`config.mk`:
```
export PLATFORM = sky130hd
export DESIGN_NAME = shift64_pi_so_flat
export DESIGN_NICKNAME = d
export VERILOG_FILES = /design/src/rtl/shift64_pi_so_if.sv /design/src/rtl/shift64_pi_so.sv /design/src/flat_wrapper.sv
export SDC_FILE = /design/constraint.sdc
export NUM_CORES = 1
export LEC_CHECK = 0
export BUFFER_PORTS_ARGS = -buffer_cell sky130_fd_sc_hd__buf_2
export CORE_ASPECT_RATIO = 2
export CORE_MARGIN = 10
export CORE_UTILIZATION = 30
export DETAILED_ROUTE_END_ITERATION = 10
export SLEW_MARGIN = 20
export SYNTH_ARGS = -nofsm -noshare
export SYNTH_HDL_FRONTEND = slang
export SYNTH_SLANG_ARGS = --single-unit
```
`constraint.sdc`:
```
create_clock -name Clk -period 5 [get_ports Clk]
set_clock_uncertainty 0.15 [all_clocks]
set_input_delay 0.25 -clock Clk [delete_from_list [all_inputs] [get_ports Clk]]
set_output_delay 0.25 -clock Clk [all_outputs]
set_load 0.02 [all_outputs]
```
`src/rtl/shift64_pi_so_if.sv`:
```
// Control/data bundle between the frame controller and the PISO transmitter.
// master drives the request side, slave is the transmitter.
interface shift64_pi_so_if #(
  parameter int WIDTH = 64,
  parameter int FCNTW = 8
);
  logic             Start;
  logic             Abort;
  logic [WIDTH-1:0] Pi;
  logic             So;
  logic             LoadOut;
  logic             Busy;
  logic             Done;
  logic [FCNTW-1:0] FrameCnt;

  modport master (
    output Start, Abort, Pi,
    input  So, LoadOut, Busy, Done, FrameCnt
  );

  modport slave (
    input  Start, Abort, Pi,
    output So, LoadOut, Busy, Done, FrameCnt
  );
endinterface

```
`src/rtl/shift64_pi_so.sv`:
```
// Parallel-in/serial-out feeder for a downstream SIPO config chain, MSB first.
// Start accepted in IDLE only; LoadOut high WIDTH cycles, then a one-cycle Done pulse.
module shift64_pi_so #(
  parameter int WIDTH = 64,
  parameter int CNTW  = 7,
  parameter int FCNTW = 8
) (
  input  logic                 Clk,
  input  logic                 Reset,
  shift64_pi_so_if.slave       bus
);

  typedef enum logic {IDLE, SHIFT} state_t;

  localparam logic [CNTW-1:0] LAST = CNTW'(WIDTH - 1);

  state_t            state_q;
  logic [WIDTH-1:0]  shreg_q;
  logic [CNTW-1:0]   cnt_q;
  logic              so_q;
  logic              load_q;
  logic              busy_q;
  logic              done_q;
  logic [FCNTW-1:0]  fcnt_q;

  // shreg_q is kept left-aligned: its MSB is always the next bit to send.
  always_ff @(posedge Clk or negedge Reset) begin
    if (!Reset) begin
      state_q <= IDLE;
      shreg_q <= '0;
      cnt_q   <= '0;
      so_q    <= 1'b0;
      load_q  <= 1'b0;
      busy_q  <= 1'b0;
      done_q  <= 1'b0;
      fcnt_q  <= '0;
    end else begin
      done_q <= 1'b0;
      case (state_q)
        IDLE: begin
          if (bus.Start) begin
            shreg_q <= {bus.Pi[WIDTH-2:0], 1'b0};
            so_q    <= bus.Pi[WIDTH-1];
            load_q  <= 1'b1;
            busy_q  <= 1'b1;
            cnt_q   <= '0;
            state_q <= SHIFT;
          end else begin
            so_q    <= 1'b0;
            load_q  <= 1'b0;
          end
        end
        SHIFT: begin
          if (bus.Abort) begin
            so_q    <= 1'b0;
            load_q  <= 1'b0;
            busy_q  <= 1'b0;
            state_q <= IDLE;
          end else if (cnt_q == LAST) begin
            so_q    <= 1'b0;
            load_q  <= 1'b0;
            busy_q  <= 1'b0;
            done_q  <= 1'b1;
            fcnt_q  <= fcnt_q + 1'b1;
            state_q <= IDLE;
          end else begin
            cnt_q   <= cnt_q + 1'b1;
            so_q    <= shreg_q[WIDTH-1];
            shreg_q <= {shreg_q[WIDTH-2:0], 1'b0};
          end
        end
        default: state_q <= IDLE;
      endcase
    end
  end

  assign bus.So       = so_q;
  assign bus.LoadOut  = load_q;
  assign bus.Busy     = busy_q;
  assign bus.Done     = done_q;
  assign bus.FrameCnt = fcnt_q;

endmodule

```
`src/flat_wrapper.sv`:
```
// flat-port wrapper written by rule: the top's interface ports become plain ports
module shift64_pi_so_flat 
#(
  parameter int WIDTH = 64,
  parameter int CNTW  = 7,
  parameter int FCNTW = 8
)
  (Clk, Reset, bus_Start, bus_Abort, bus_Pi, bus_So, bus_LoadOut, bus_Busy, bus_Done, bus_FrameCnt);
  shift64_pi_so_if #(.WIDTH(WIDTH), .FCNTW(FCNTW)) bus_i ();
  input  logic Clk;
  input  logic Reset;
  input wire logic [$bits(bus_i.Start)-1:0] bus_Start;
  input wire logic [$bits(bus_i.Abort)-1:0] bus_Abort;
  input wire logic [$bits(bus_i.Pi)-1:0] bus_Pi;
  output wire logic [$bits(bus_i.So)-1:0] bus_So;
  output wire logic [$bits(bus_i.LoadOut)-1:0] bus_LoadOut;
  output wire logic [$bits(bus_i.Busy)-1:0] bus_Busy;
  output wire logic [$bits(bus_i.Done)-1:0] bus_Done;
  output wire logic [$bits(bus_i.FrameCnt)-1:0] bus_FrameCnt;
  assign bus_i.Start = bus_Start;
  assign bus_i.Abort = bus_Abort;
  assign bus_i.Pi = bus_Pi;
  assign bus_So = bus_i.So;
  assign bus_LoadOut = bus_i.LoadOut;
  assign bus_Busy = bus_i.Busy;
  assign bus_Done = bus_i.Done;
  assign bus_FrameCnt = bus_i.FrameCnt;
  shift64_pi_so #(.WIDTH(WIDTH), .CNTW(CNTW), .FCNTW(FCNTW)) u_core (.Clk(Clk), .Reset(Reset), .bus(bus_i));
endmodule
```
==> impl.org, run 1 <==
** Hold path
- Counting instances, the worst hold path has a depth of 3.
- The worst hold path belongs to the class in -> reg.

** Worst setup path
- Counting both buffers and inverters, the worst setup path holds a total of 1.
- The critical path goes through ha_1, nand4_1, or2_1, a21oi_4, buf_4, o21ai_0.
- Critical path depth :: 6
- In this run the worst path has a maximum fanout of 42.
- At the worst endpoint, the arrival time is 2660 ps.
- Measured in cells, the most critical reg-to-reg path has a length of 6.
- On the critical path, the stage with the largest delay is an instance of sky130_fd_sc_hd__a21oi_4.
- WP data required :: 5040 ps
- Family of cells with the greatest summed delay on the critical path :: compound AO/OA/AOI/OAI gates
- The worst setup path is captured at a flip-flop.
- On the worst path, the slowest cell contributes a delay of 480 ps.
- The worst setup path is launched from a flip-flop.
- Path type of the worst setup path :: reg -> reg

** STA
- Tcrit/Tclk final :: 52.36%
- The smallest clock period supported by the final layout is computed as 2618 ps.
- The final number of max-transition violations was 0.
- Slew @ Worst Pin :: 1076 ps
- Setup_tns :: 0 ps
- Timing would allow up to 382.0 MHz.
- Hold Fails Final Rpt :: 0
- Setup repair after global routing missed its margin :: no
- Setup violations remaining at the end of the flow were counted as 0.
- Headroom to the max-slew limit came out at 28.25%.

** Cells and area
- Synthesis-to-layout area growth :: 21.78%
- Number of nets in the layout :: 503
- Count of inserted antenna diode cells :: 0
- Fraction of final layout cells with drive strength greater than 1 :: 23.57%
- Once layout is complete, the utilization of the core stands at 37.33%.
- With fillers left out, the area of the finished cells amounts to 4687 um^2.
- Multi-input gate area in the final layout :: 1644 um^2
- Sequential cell area :: 2081 um^2
- Filler instances :: 1,281

** Die
- Once the floorplan was initialized, standard cells occupied 30.66% of the core.
- In this run the standard cell core region covers 12,550 um^2.
- Measured along the x axis, the die boundary spans 100.1 um.
- The initialized floorplan defines 58 standard-cell rows.
- Die H :: 180.2 um
- During I/O placement, the number of pins put on the boundary was 80.
- The die covers 18,030 um^2.

** Route
- After detailed routing, the average wire length per cell comes to 16.71 um.
- The first detailed-routing pass ran for 4 iterations.
- In the routed layout, each cell is associated on average with a via count of 5.094.
- Number of nets with antenna violations after detailed routing :: 0
- Via count :: 2,990
- For this block, the initial DRC count from the detailed router was 164.
- Summed over all layers, the routed wires come to 9806 um.
- After detailed routing, the number of remaining DRC violations is 0.

** Run
- The tool flagged a number of max-cap violations equal to 0.

** Placed design
- Input and output buffers added on the ports amount to 79.
- Standard cell area after detailed placement :: 4359 um^2
- Routability-driven placement finished with a final weighted congestion of 0.7421.
- Once detailed placement completed, the half-perimeter wirelength came to 6877 um.

** CTS
- Number of CTS-inserted buffers :: 9
- Deepest clock path buffer count :: 2
- The clock drives 83 sinks.
- The H-tree was split into 3 levels.
- CTS tree :: built
- Clock-pin slew was measured on the worst setup and hold paths at 60 ps.
- Clock latency on the worst-skew pair, taken at its later pin, is 330 ps.
- Buffers added to address setup during post-CTS repair amount to 0.
- Root buffer cell :: sky130_fd_sc_hd__clkbuf_16

** Outcome
- The run finished with clean final reports.

** Global route
- GRT Max-Usage Layer :: met2
- Wire length of the first global-routing pass :: 15,800 um
- Tot GR Track Use :: 10.91%
- The number of global-route vias before repair was 3,134.
- Global-route met1 utilization :: 12.24%
- GRT overflow :: 0
- Maximum number of pins on one net before global-route repair :: 70
- The initial antenna violation count was 0.
- Met2 usage in global routing :: 18.65%
- In the global route stage, met3 resource usage came out at 2.842%.

** Yosys
- Proportion of synthesized chip area in sequential cells :: 53.97%
- Count of flip-flops with a built-in enable after synthesis :: 0
- The number of nets handed over by synthesis was 435.
- For this run, the number of Yosys warnings is 0.
- Among all flip-flop cells after synthesis, the most frequent one is sky130_fd_sc_hd__dfrtp_1.
- Number of synthesized register bits :: 83
- Number of unique standard cell types used by synthesis :: 28
- Cells after synthesis :: 365
- After synthesis the cells add up to 3849 um^2.
- In this run the mean area of a mapped cell was 10.54 um^2.
- For this run, asynchronously set or reset flops after synthesis account for 100.0%.

** Pwr
- The internal portion of the total power is 1.460 mW.
- Leakage Power :: 2.257 nW
- Switching pwr :: 0.5721 mW
- Maximum vdd ir drop :: 0.0002227 V
- Per report_power, the combinational group accounts for 19.5% of the total.
- Registers are responsible for 46.7% of the overall power.
- Power density relative to cell area :: 433.5 nW/um^2
- Net switching is 28.16% of the power.
- Fraction of power consumed by the clock network :: 33.8%
[logic make-up (layout without fill, tap and decap cells)]
kind of cell	after synthesis	after routing	synth area share, %
compound gates	76	76	10.40
xor+xnor	7	7	1.593
fa+ha+maj	2	2	0.6501
buf+inv	32	104	3.673
flops	83	83	53.97
mux	63	63	16.42
simple gates	102	102	13.30
[cell type report]
class,instances,share of cell area [%]
clock buffer,10,4.885
clock inverter,5,1.682
inverter,3,0.2403
multi-input combinational,250,35.08
sequential,83,44.39
tap,150,4.004
timing repair buffer,86,9.717
[worst register-to-register path: stages, from the launching register on]
cell	delay (ps)
sky130_fd_sc_hd__dfrtp_1	390
sky130_fd_sc_hd__ha_1	250
sky130_fd_sc_hd__nand4_1	220
sky130_fd_sc_hd__or2_1	390
sky130_fd_sc_hd__a21oi_4	480
sky130_fd_sc_hd__buf_4	440
sky130_fd_sc_hd__o21ai_0	170
[cells in the final DEF, fill, tap and decap left out]
master | synthesis | final
sky130_fd_sc_hd__nor2_1 | 7 | 7
sky130_fd_sc_hd__nand2b_2 | 0 | 1
sky130_fd_sc_hd__nor2b_1 | 2 | 2
sky130_fd_sc_hd__clkinv_4 | 0 | 1
sky130_fd_sc_hd__buf_2 | 12 | 78
sky130_fd_sc_hd__nand3b_1 | 1 | 1
sky130_fd_sc_hd__nand2_1 | 9 | 9
sky130_fd_sc_hd__and2b_1 | 1 | 1
sky130_fd_sc_hd__nand2b_1 | 3 | 2
sky130_fd_sc_hd__a21oi_1 | 1 | 1
sky130_fd_sc_hd__inv_1 | 3 | 3
sky130_fd_sc_hd__o21ai_0 | 69 | 69
sky130_fd_sc_hd__dfrtp_4 | 0 | 1
sky130_fd_sc_hd__nand4_1 | 3 | 3
sky130_fd_sc_hd__clkbuf_16 | 0 | 9
sky130_fd_sc_hd__a32o_1 | 1 | 1
sky130_fd_sc_hd__dfrtp_1 | 83 | 82
sky130_fd_sc_hd__mux2_2 | 1 | 1
sky130_fd_sc_hd__clkinv_2 | 0 | 2
sky130_fd_sc_hd__buf_4 | 0 | 6
sky130_fd_sc_hd__and3_1 | 1 | 1
sky130_fd_sc_hd__bufinv_16 | 0 | 2
sky130_fd_sc_hd__nand3_1 | 68 | 68
sky130_fd_sc_hd__clkbuf_1 | 12 | 1
sky130_fd_sc_hd__a31oi_1 | 3 | 3
sky130_fd_sc_hd__mux2i_1 | 62 | 62
sky130_fd_sc_hd__o21ai_4 | 0 | 1
sky130_fd_sc_hd__dlygate4sd3_1 | 0 | 2
sky130_fd_sc_hd__a21oi_4 | 1 | 1
sky130_fd_sc_hd__or2_1 | 1 | 1
sky130_fd_sc_hd__nor3_1 | 5 | 5
sky130_fd_sc_hd__ha_1 | 2 | 2
sky130_fd_sc_hd__and4_1 | 1 | 1
sky130_fd_sc_hd__xnor2_1 | 1 | 1
sky130_fd_sc_hd__xor2_1 | 6 | 6
[repair_timing]
item | 4_1_cts | 5_1_grt
hold buffers | 2 | 0
endpoints found under the hold margin | 27 | 0
gates resized for setup | 0 | 0
[power by group through the flow]
stage	logic (mW)	clock network, mW	registers, mW
after detailed placement	0.405	0	0.960
after floorplan	0.293	0	0.933
after global placement	0.388	0	0.952
after CTS	0.405	0.705	0.950
final	0.396	0.686	0.950
after global routing	0.457	0.739	0.972
[synth_stat cells (2+ instances only)]
library cell | count | area share (%)
sky130_fd_sc_hd__nand3_1 | 68 | 8.8
sky130_fd_sc_hd__nor3_1 | 5 | 0.65
sky130_fd_sc_hd__nor2_1 | 7 | 0.68
sky130_fd_sc_hd__ha_1 | 2 | 0.65
sky130_fd_sc_hd__a31oi_1 | 3 | 0.49
sky130_fd_sc_hd__inv_1 | 3 | 0.29
sky130_fd_sc_hd__nand4_1 | 3 | 0.49
sky130_fd_sc_hd__nand2_1 | 9 | 0.88
sky130_fd_sc_hd__mux2i_1 | 62 | 16
sky130_fd_sc_hd__nand2b_1 | 3 | 0.49
sky130_fd_sc_hd__nor2b_1 | 2 | 0.33
sky130_fd_sc_hd__o21ai_0 | 69 | 9.0
sky130_fd_sc_hd__clkbuf_2 | 5 | 0.65
sky130_fd_sc_hd__xor2_1 | 6 | 1.4
sky130_fd_sc_hd__clkbuf_1 | 12 | 1.2
sky130_fd_sc_hd__dfrtp_1 | 83 | 54
sky130_fd_sc_hd__buf_2 | 12 | 1.6
[state kept, by name, summed over array words and instances (netlist names)]
name,count
u_core.shreg_q,63
u_core.bus.FrameCnt,8
u_core.cnt_q,7
u_core.bus.Busy,1
u_core.bus.Done,1
u_core.bus.LoadOut,1
u_core.bus.So,1
u_core.state_q,1
[worst paths after layout]
kind	start	to	slack (ps)
max in group asynchronous	Reset	u_core.state_q	3390
setup / recovery	u_core.cnt_q[0]	u_core.shreg_q[10]	2380
hold / removal	bus_Pi[0]	u_core.shreg_q[1]	20
hold reg to reg	u_core.bus.FrameCnt[7]	u_core.bus.FrameCnt[7]	320
setup reg to reg	u_core.cnt_q[0]	u_core.shreg_q[10]	2380
min in group asynchronous	Reset	u_core.shreg_q[15]	220
[stage by stage]
stage,power [mW],hold WS [ps],setup WS [ps],std cells
2_1_floorplan,1.226,-195.6,3158,365
6_report,2.032,15.77,2382,587
3_3_place_gp,1.340,28.44,2497,570
3_5_place_dp,1.366,34.77,2379,570
5_1_grt,2.168,16.11,2173,587
4_1_cts,2.061,11.22,2380,587
[layer usage]
metal	share of wire [%]	vias to the layer above
li1	-	1440
met4	2.2	0
met2	54	58
met5	0	-
met3	3.4	12
met1	40	1480
No activity file was read; power rests on OpenSTA's default activity.
==> run 2: changes to the inputs <==
==> constraint.sdc (replaced) <==
create_clock -name Clk -period 2.1 [get_ports Clk]
set_clock_uncertainty 0.15 [all_clocks]
set_input_delay 0.105 -clock Clk [delete_from_list [all_inputs] [get_ports Clk]]
set_output_delay 0.105 -clock Clk [all_outputs]
set_load 0.02 [all_outputs]
==> impl.org, run 2 (same netlist as run 1, synthesis figures left out) <==
** CTS
- The root buffer cell chosen for the clock tree is sky130_fd_sc_hd__clkbuf_16.
- Buffers inserted during clock tree synthesis total 9.
- H-tree Lvls :: 3
- TritonCTS built the clock tree.
- Clk Latency, worst-skew pair :: 330 ps
- Clock-pin slew was measured on the worst setup and hold paths at 60 ps.
- Clock net sink count :: 83
- The clock passes through at most 2 buffers.

** Pwr
- Summing internal, switching and leakage power gives 4.817 mW.
- Maximum vdd ir drop :: 0.0003962 V
- Power density relative to cell area :: 891.8 nW/um^2
- Cell internal power was estimated by the tool at 3.385 mW.
- The share of total power dissipated in the clock network is 30.7%.
- The analysis attributes to net switching a power of 1.432 mW.
- Per report_power, the sequential group accounts for 47.1% of the total.
- Leakage Power :: 2.542 nW
- In this run switching power makes up 29.73% of total power.
- Combinational cell fraction of total power :: 22.2%

** STA
- For the pin with the worst max-slew slack, the measured transition is 625.9 ps.
- The worst pin sits at a relative slew slack of 58.27%.
- Pins over their slew limit :: 0
- The routed design could run at a clock period as short as 1992 ps.
- FMAX :: 502.0 MHz
- Setup violations remaining at the end of the flow were counted as 0.
- Once routing completed, OpenROAD measured the worst setup slack at 108.0 ps.
- After routing, the total negative slack on setup checks comes to 0 ps.
- Setup repair after global routing missed its margin :: no
- Hold Fails Final Rpt :: 0
- Of the available clock period, the critical path in the final layout requires 94.86%.

** Placed design
- Prior to clock tree synthesis, the placed netlist has a worst setup slack of 119.1 ps.
- The number of placed instances, taps included, is 575.
- Buffers placed on the I/O ports in this run total 79.
- The wire-length estimate of the detail-placed layout is 6925 um.
- The congestion estimate from routability-driven global placement came to 0.7439.

** Worst setup path
- In this run the register-to-register setup slack is 110 ps.
- Endpoint type of the worst setup path :: flip-flop
- WP data required :: 2170 ps
- In this run the critical register-to-register path is launched from u_core.cnt_q[1].
- The most critical setup path has its endpoint at u_core.bus.Busy.
- Measured in cells, the most critical reg-to-reg path has a length of 6.
- Critical-path maximum fanout :: 6
- In this run the critical register-to-register path is captured at u_core.bus.Busy.
- For the worst setup path, the data arrival time is 2060 ps.
- Kind of start point of the critical path :: flip-flop
- The critical path starts at u_core.cnt_q[1].
- Path type of the worst setup path :: reg -> reg

** Run
- Number of max-cap violations :: 0

** Route
- Number of detailed-route iterations in the first pass :: 4
- In the final routed layout, each cell accounts on average for 15.72 um.
- Dividing the detail-routed via count by the number of cells gives 4.947.
- Wires add up to 10,380 um.
- Final routed DRC violation total :: 0
- Number of nets with antenna violations after detailed routing :: 0
- Iteration-0 DRC count of the detailed router :: 146
- The detailed router placed 3,265 vias in this run.

** Global route
- The first global-routing pass estimated 17,210 um of wire.
- The initial antenna violation count came to 1.
- Tot GR Track Use :: 11.61%
- The number of global-route vias before repair is 3,469.
- GRT overflow :: 0
- Entering global routing, the biggest net connects 64 pins.

** Die
- Initial Util :: 30.66%
- Placeable Area :: 12,550 um^2
- The die covers 18,030 um^2.
- Top-Level Pins :: 80
- Die H :: 180.2 um
- The floorplan has 58 rows.
- The floorplan step set the die width to 100.1 um.

** Cells and area
- Relative to the synthesized area, the layout overhead comes to 40.34%.
- Fraction of final layout cells with drive strength greater than 1 :: 22.00%
- In the layout the commonest cells are sky130_fd_sc_hd__dfrtp_1, sky130_fd_sc_hd__buf_2, sky130_fd_sc_hd__o21ai_0.
- Non-Filler Instances :: 660
- Core utilization of the finished layout :: 43.02%
- The register with the most flip-flops in the layout has 63 of them.
- For this run, the post-layout net count is 574.
- The library cell used most frequently in the layout, excluding fill and tap cells, is sky130_fd_sc_hd__dfrtp_1.
- Register with the most flip-flops :: u_core.shreg_q

** Outcome
- Outcome :: completed

** Hold path
- Hold path startpoint :: bus_Start
- Hold crit path type :: in -> reg
run 2: cell type report:
type	instances	area, um^2
flip-flops and latches	83	2081
clock inverters	5	38.79
repair buffers	157	1189
inverters	3	11.26
diodes	1	2.502
fillers	1217	7153
well taps	150	187.7
multi-input cells	250	1649
clock buffers	11	242.7
run 2: worst max-delay path: stages, from the launching register on:
cell and delay, ps:
sky130_fd_sc_hd__dfrtp_1 370, sky130_fd_sc_hd__ha_2 220, sky130_fd_sc_hd__nand4_1 120, sky130_fd_sc_hd__or2_4 310, sky130_fd_sc_hd__nand3b_1 90, sky130_fd_sc_hd__o21ai_0 70, sky130_fd_sc_hd__dlygate4sd3_1 550
run 2: stage by stage:
stage | instance area (um^2) | hold WS [ps]
3_5_place_dp | 4434 | -38.89
3_3_place_gp | 4434 | -45.48
2_1_floorplan | 3849 | -340.6
5_1_grt | 5401 | 150.5
4_1_cts | 5386 | 127.6
6_report | 5401 | 121.9
run 2: repair_timing:
item / CTS / global route
endpoints found under the hold margin: 101 / 0
hold buffers: 67 / 0
setup endpoints to repair: 0 / 25
gates resized for setup: 0 / 2
buffers inserted: 0 / 1
run 2: worst min path at each step:
stage	to	cells after the start
global placement	u_core.shreg_q[6]	1
CTS	u_core.shreg_q[1]	4
detailed placement	u_core.shreg_q[5]	1
global route	u_core.shreg_q[1]	4
finish	u_core.shreg_q[1]	4
floorplan	u_core.bus.Busy	0
run 2: routing by layer:
metal  vias up  share of wire [%]  track usage (%)
met3        11                3.5            2.151
met1      1593                 38            12.92
li1       1587                  -                -
met4         0                2.0            5.398
met5         -                  0                0
met2        74                 56            20.44
run 2: power by group through the flow:
stage	Combinational (mW)	Clock (mW)	Sequential (mW)
after floorplan	0.698	0	2.22
after global placement	0.949	0	2.27
after detailed placement	0.981	0	2.30
after CTS	1.08	1.52	2.27
after global routing	1.22	1.59	2.32
final	1.07	1.48	2.27
==> run 3: changes to the inputs <==
--- a/config.mk
+++ b/config.mk
@@ -10,6 +10,7 @@
 export CORE_MARGIN = 10
 export CORE_UTILIZATION = 30
 export DETAILED_ROUTE_END_ITERATION = 10
+export MAX_ROUTING_LAYER = met4
 export SLEW_MARGIN = 20
 export SYNTH_ARGS = -nofsm -noshare
 export SYNTH_HDL_FRONTEND = slang
==> impl.org, run 3 (same netlist as run 1, synthesis figures left out) <==
** Outcome
- The run finished with clean final reports.

** CTS
- Buffers inserted during clock tree synthesis total 9.
- The clock passes through at most 2 buffers.
- TritonCTS built the clock tree.
- Root buffer cell :: sky130_fd_sc_hd__clkbuf_16
- Clock latency on the worst-skew pair, taken at its later pin, is 330 ps.
- For this design, the sink count on the clock tree is 83.
- H-tree Lvls :: 3
- Register clock-pin slew on the reported worst setup and hold paths :: 60 ps

** Worst setup path
- WP data required :: 2160 ps
- Path type of the worst setup path :: reg -> reg
- STA classifies the critical path startpoint as a flip-flop.
- Critical-path maximum fanout :: 6
- Endpoint type of the worst setup path :: flip-flop
- For the worst setup path, the data arrival time is 2060 ps.

** Placed design
- Prior to clock tree synthesis, the placed netlist has a worst setup slack of 119.1 ps.
- Standard cell area after detailed placement :: 4434 um^2
- Number of port buffers :: 79
- The congestion estimate from routability-driven global placement came to 0.7532.
- Post-detailed-placement half-perimeter wirelength :: 6925 um

** Global route
- After global routing the overflow that remains totals 0.
- Global routing used 11.94% of the available tracks.
- Initial antenna violation count :: 1
- Maximum number of pins on one net before global-route repair :: 64
- Number of global-route vias before repair :: 3,472
- Wire length of the first global-routing pass :: 17,220 um

** Pwr
- Share of total power in sequential cells :: 47.2%
- Combinational cell fraction of total power :: 22.2%
- In this run the static leakage power is 2.542 nW.
- Internal cell power :: 3.385 mW
- The clock network accounts for 30.6% of the total power.
- Summed over all nets, the switching power comes to 1.428 mW.
- Of the total power, the share spent switching nets is 29.66%.
- Power density relative to cell area :: 890.9 nW/um^2
- The worst-case IR drop observed on VDD is 0.0003898 V.

** Route
- Number of detailed-route iterations in the first pass :: 4
- After detailed routing, the average wire length per cell comes to 15.74 um.
- The detailed router finished its first iteration with 146 violations.
- In the routed layout, each cell is associated on average with a via count of 4.945.
- Final routed DRC violation total :: 0
- After detailed routing, the total wire length is 10,390 um.
- Number of nets with antenna violations after detailed routing :: 0
- For this block, the via count after detailed routing is 3,264.

** STA
- For the final routed database, the setup TNS stands at 0 ps.
- Hold slack :: 124.3 ps
- Setup violations remaining at the end of the flow were counted as 0.
- The final count of hold timing violations came to 0.
- Pins over their slew limit :: 0
- Static timing analysis puts the maximum clock frequency at 502.0 MHz.
- The worst path uses 94.86% of the clock period.
- Worst-case headroom to the max-slew limit :: 58.17%
- For the pin with the worst max-slew slack, the measured transition is 627.5 ps.
- After layout, the worst setup slack is 108.0 ps.
- Setup repair after global routing left no endpoint under its margin.
- Minimum clock period after layout :: 1992 ps

** Die
- In this run the count of I/O pins placed on the die edge is 80.
- Number of placement rows :: 58
- Die H :: 180.2 um
- The die covers 18,030 um^2.
- Width of the die :: 100.1 um
- After floorplanning, the core was sized to cover 12,550 um^2.
- The initial utilization of the core area, before any placement, comes to 30.66%.

** Cells and area
- Commonest non-fill, non-tap cell in the layout :: sky130_fd_sc_hd__dfrtp_1
- Commonest cells after routing, fill and taps aside :: sky130_fd_sc_hd__dfrtp_1, sky130_fd_sc_hd__buf_2, sky130_fd_sc_hd__o21ai_0
- Fraction of final layout cells with drive strength greater than 1 :: 22.00%
- After filler insertion, the fill cell instance count of the layout stands at 1,217.
- Flip-flop count of the largest register after layout :: 63
- Synthesis-to-layout area growth :: 40.34%
- After routing the design area is 5401 um^2.
- Core utilization of the finished layout :: 43.02%
- Number of nets in the layout :: 574
- Register with the most flip-flops :: u_core.shreg_q

** Hold path
- The path class of the tightest hold or removal check is in -> reg.

** Run
- Number of max-cap violations :: 0
run 3: worst max-delay path, cell delays in order, from the launching register on:
cell	delay, ps
sky130_fd_sc_hd__dfrtp_1	370
sky130_fd_sc_hd__ha_2	220
sky130_fd_sc_hd__nand4_1	120
sky130_fd_sc_hd__or2_4	310
sky130_fd_sc_hd__nand3b_1	90
sky130_fd_sc_hd__o21ai_0	70
sky130_fd_sc_hd__dlygate4sd3_1	550
run 3: area by class of cell:
cell class | instances | area (um^2) | area share, %
Antenna cell | 1 | 2.502 | 0.04633
Sequential cell | 83 | 2081 | 38.52
Inverter | 3 | 11.26 | 0.2085
Tap cell | 150 | 187.7 | 3.475
Multi-Input combinational cell | 250 | 1649 | 30.53
Clock buffer | 11 | 242.7 | 4.494
Timing Repair Buffer | 157 | 1189 | 22.01
Clock inverter | 5 | 38.79 | 0.7181
run 3: path summary, 6_finish.rpt:
path / startpoint / endpoint / slack (ps) / cells past startpoint
max in group asynchronous: Reset / u_core.state_q / 1020 / 3
min in group asynchronous: Reset / u_core.shreg_q[5] / 140 / 2
worst max register to register: u_core.cnt_q[1] / u_core.bus.Busy / 110 / 6
worst min-delay path: bus_Start / u_core.shreg_q[1] / 120 / 4
worst min register to register: u_core.bus.FrameCnt[7] / u_core.bus.FrameCnt[7] / 320 / 1
worst max-delay path: u_core.cnt_q[1] / u_core.bus.Busy / 110 / 6
run 3: metrics by stage:
step | total power [mW] | instances
finish | 4.812 | 660
global route | 5.126 | 660
CTS | 4.872 | 658
detailed placement | 3.276 | 575
global placement | 3.220 | 575
floorplan | 2.920 | 365
run 3: layer usage:
layer  GRT usage [%]  part of all wire (%)
met1           13.15                    39
met2           20.42                    57
met3           1.843                   2.8
met4           5.398                   1.6
met5               -                     0
run 3: what timing repair did:
item                                    in CTS  in global routing
hold buffers                                67                  0
setup buffers                                0                  1
endpoints found under the setup margin       0                 26
resized for setup                            0                  2
hold endpoints to repair                   101                  0
run 3: power groups by stage:
stage / Clock, mW / Combinational [mW] / Sequential, mW
after detailed placement: 0 / 0.981 / 2.30
after global routing: 1.59 / 1.22 / 2.32
after floorplan: 0 / 0.698 / 2.22
final: 1.47 / 1.07 / 2.27
after global placement: 0 / 0.949 / 2.27
after CTS: 1.52 / 1.08 / 2.27
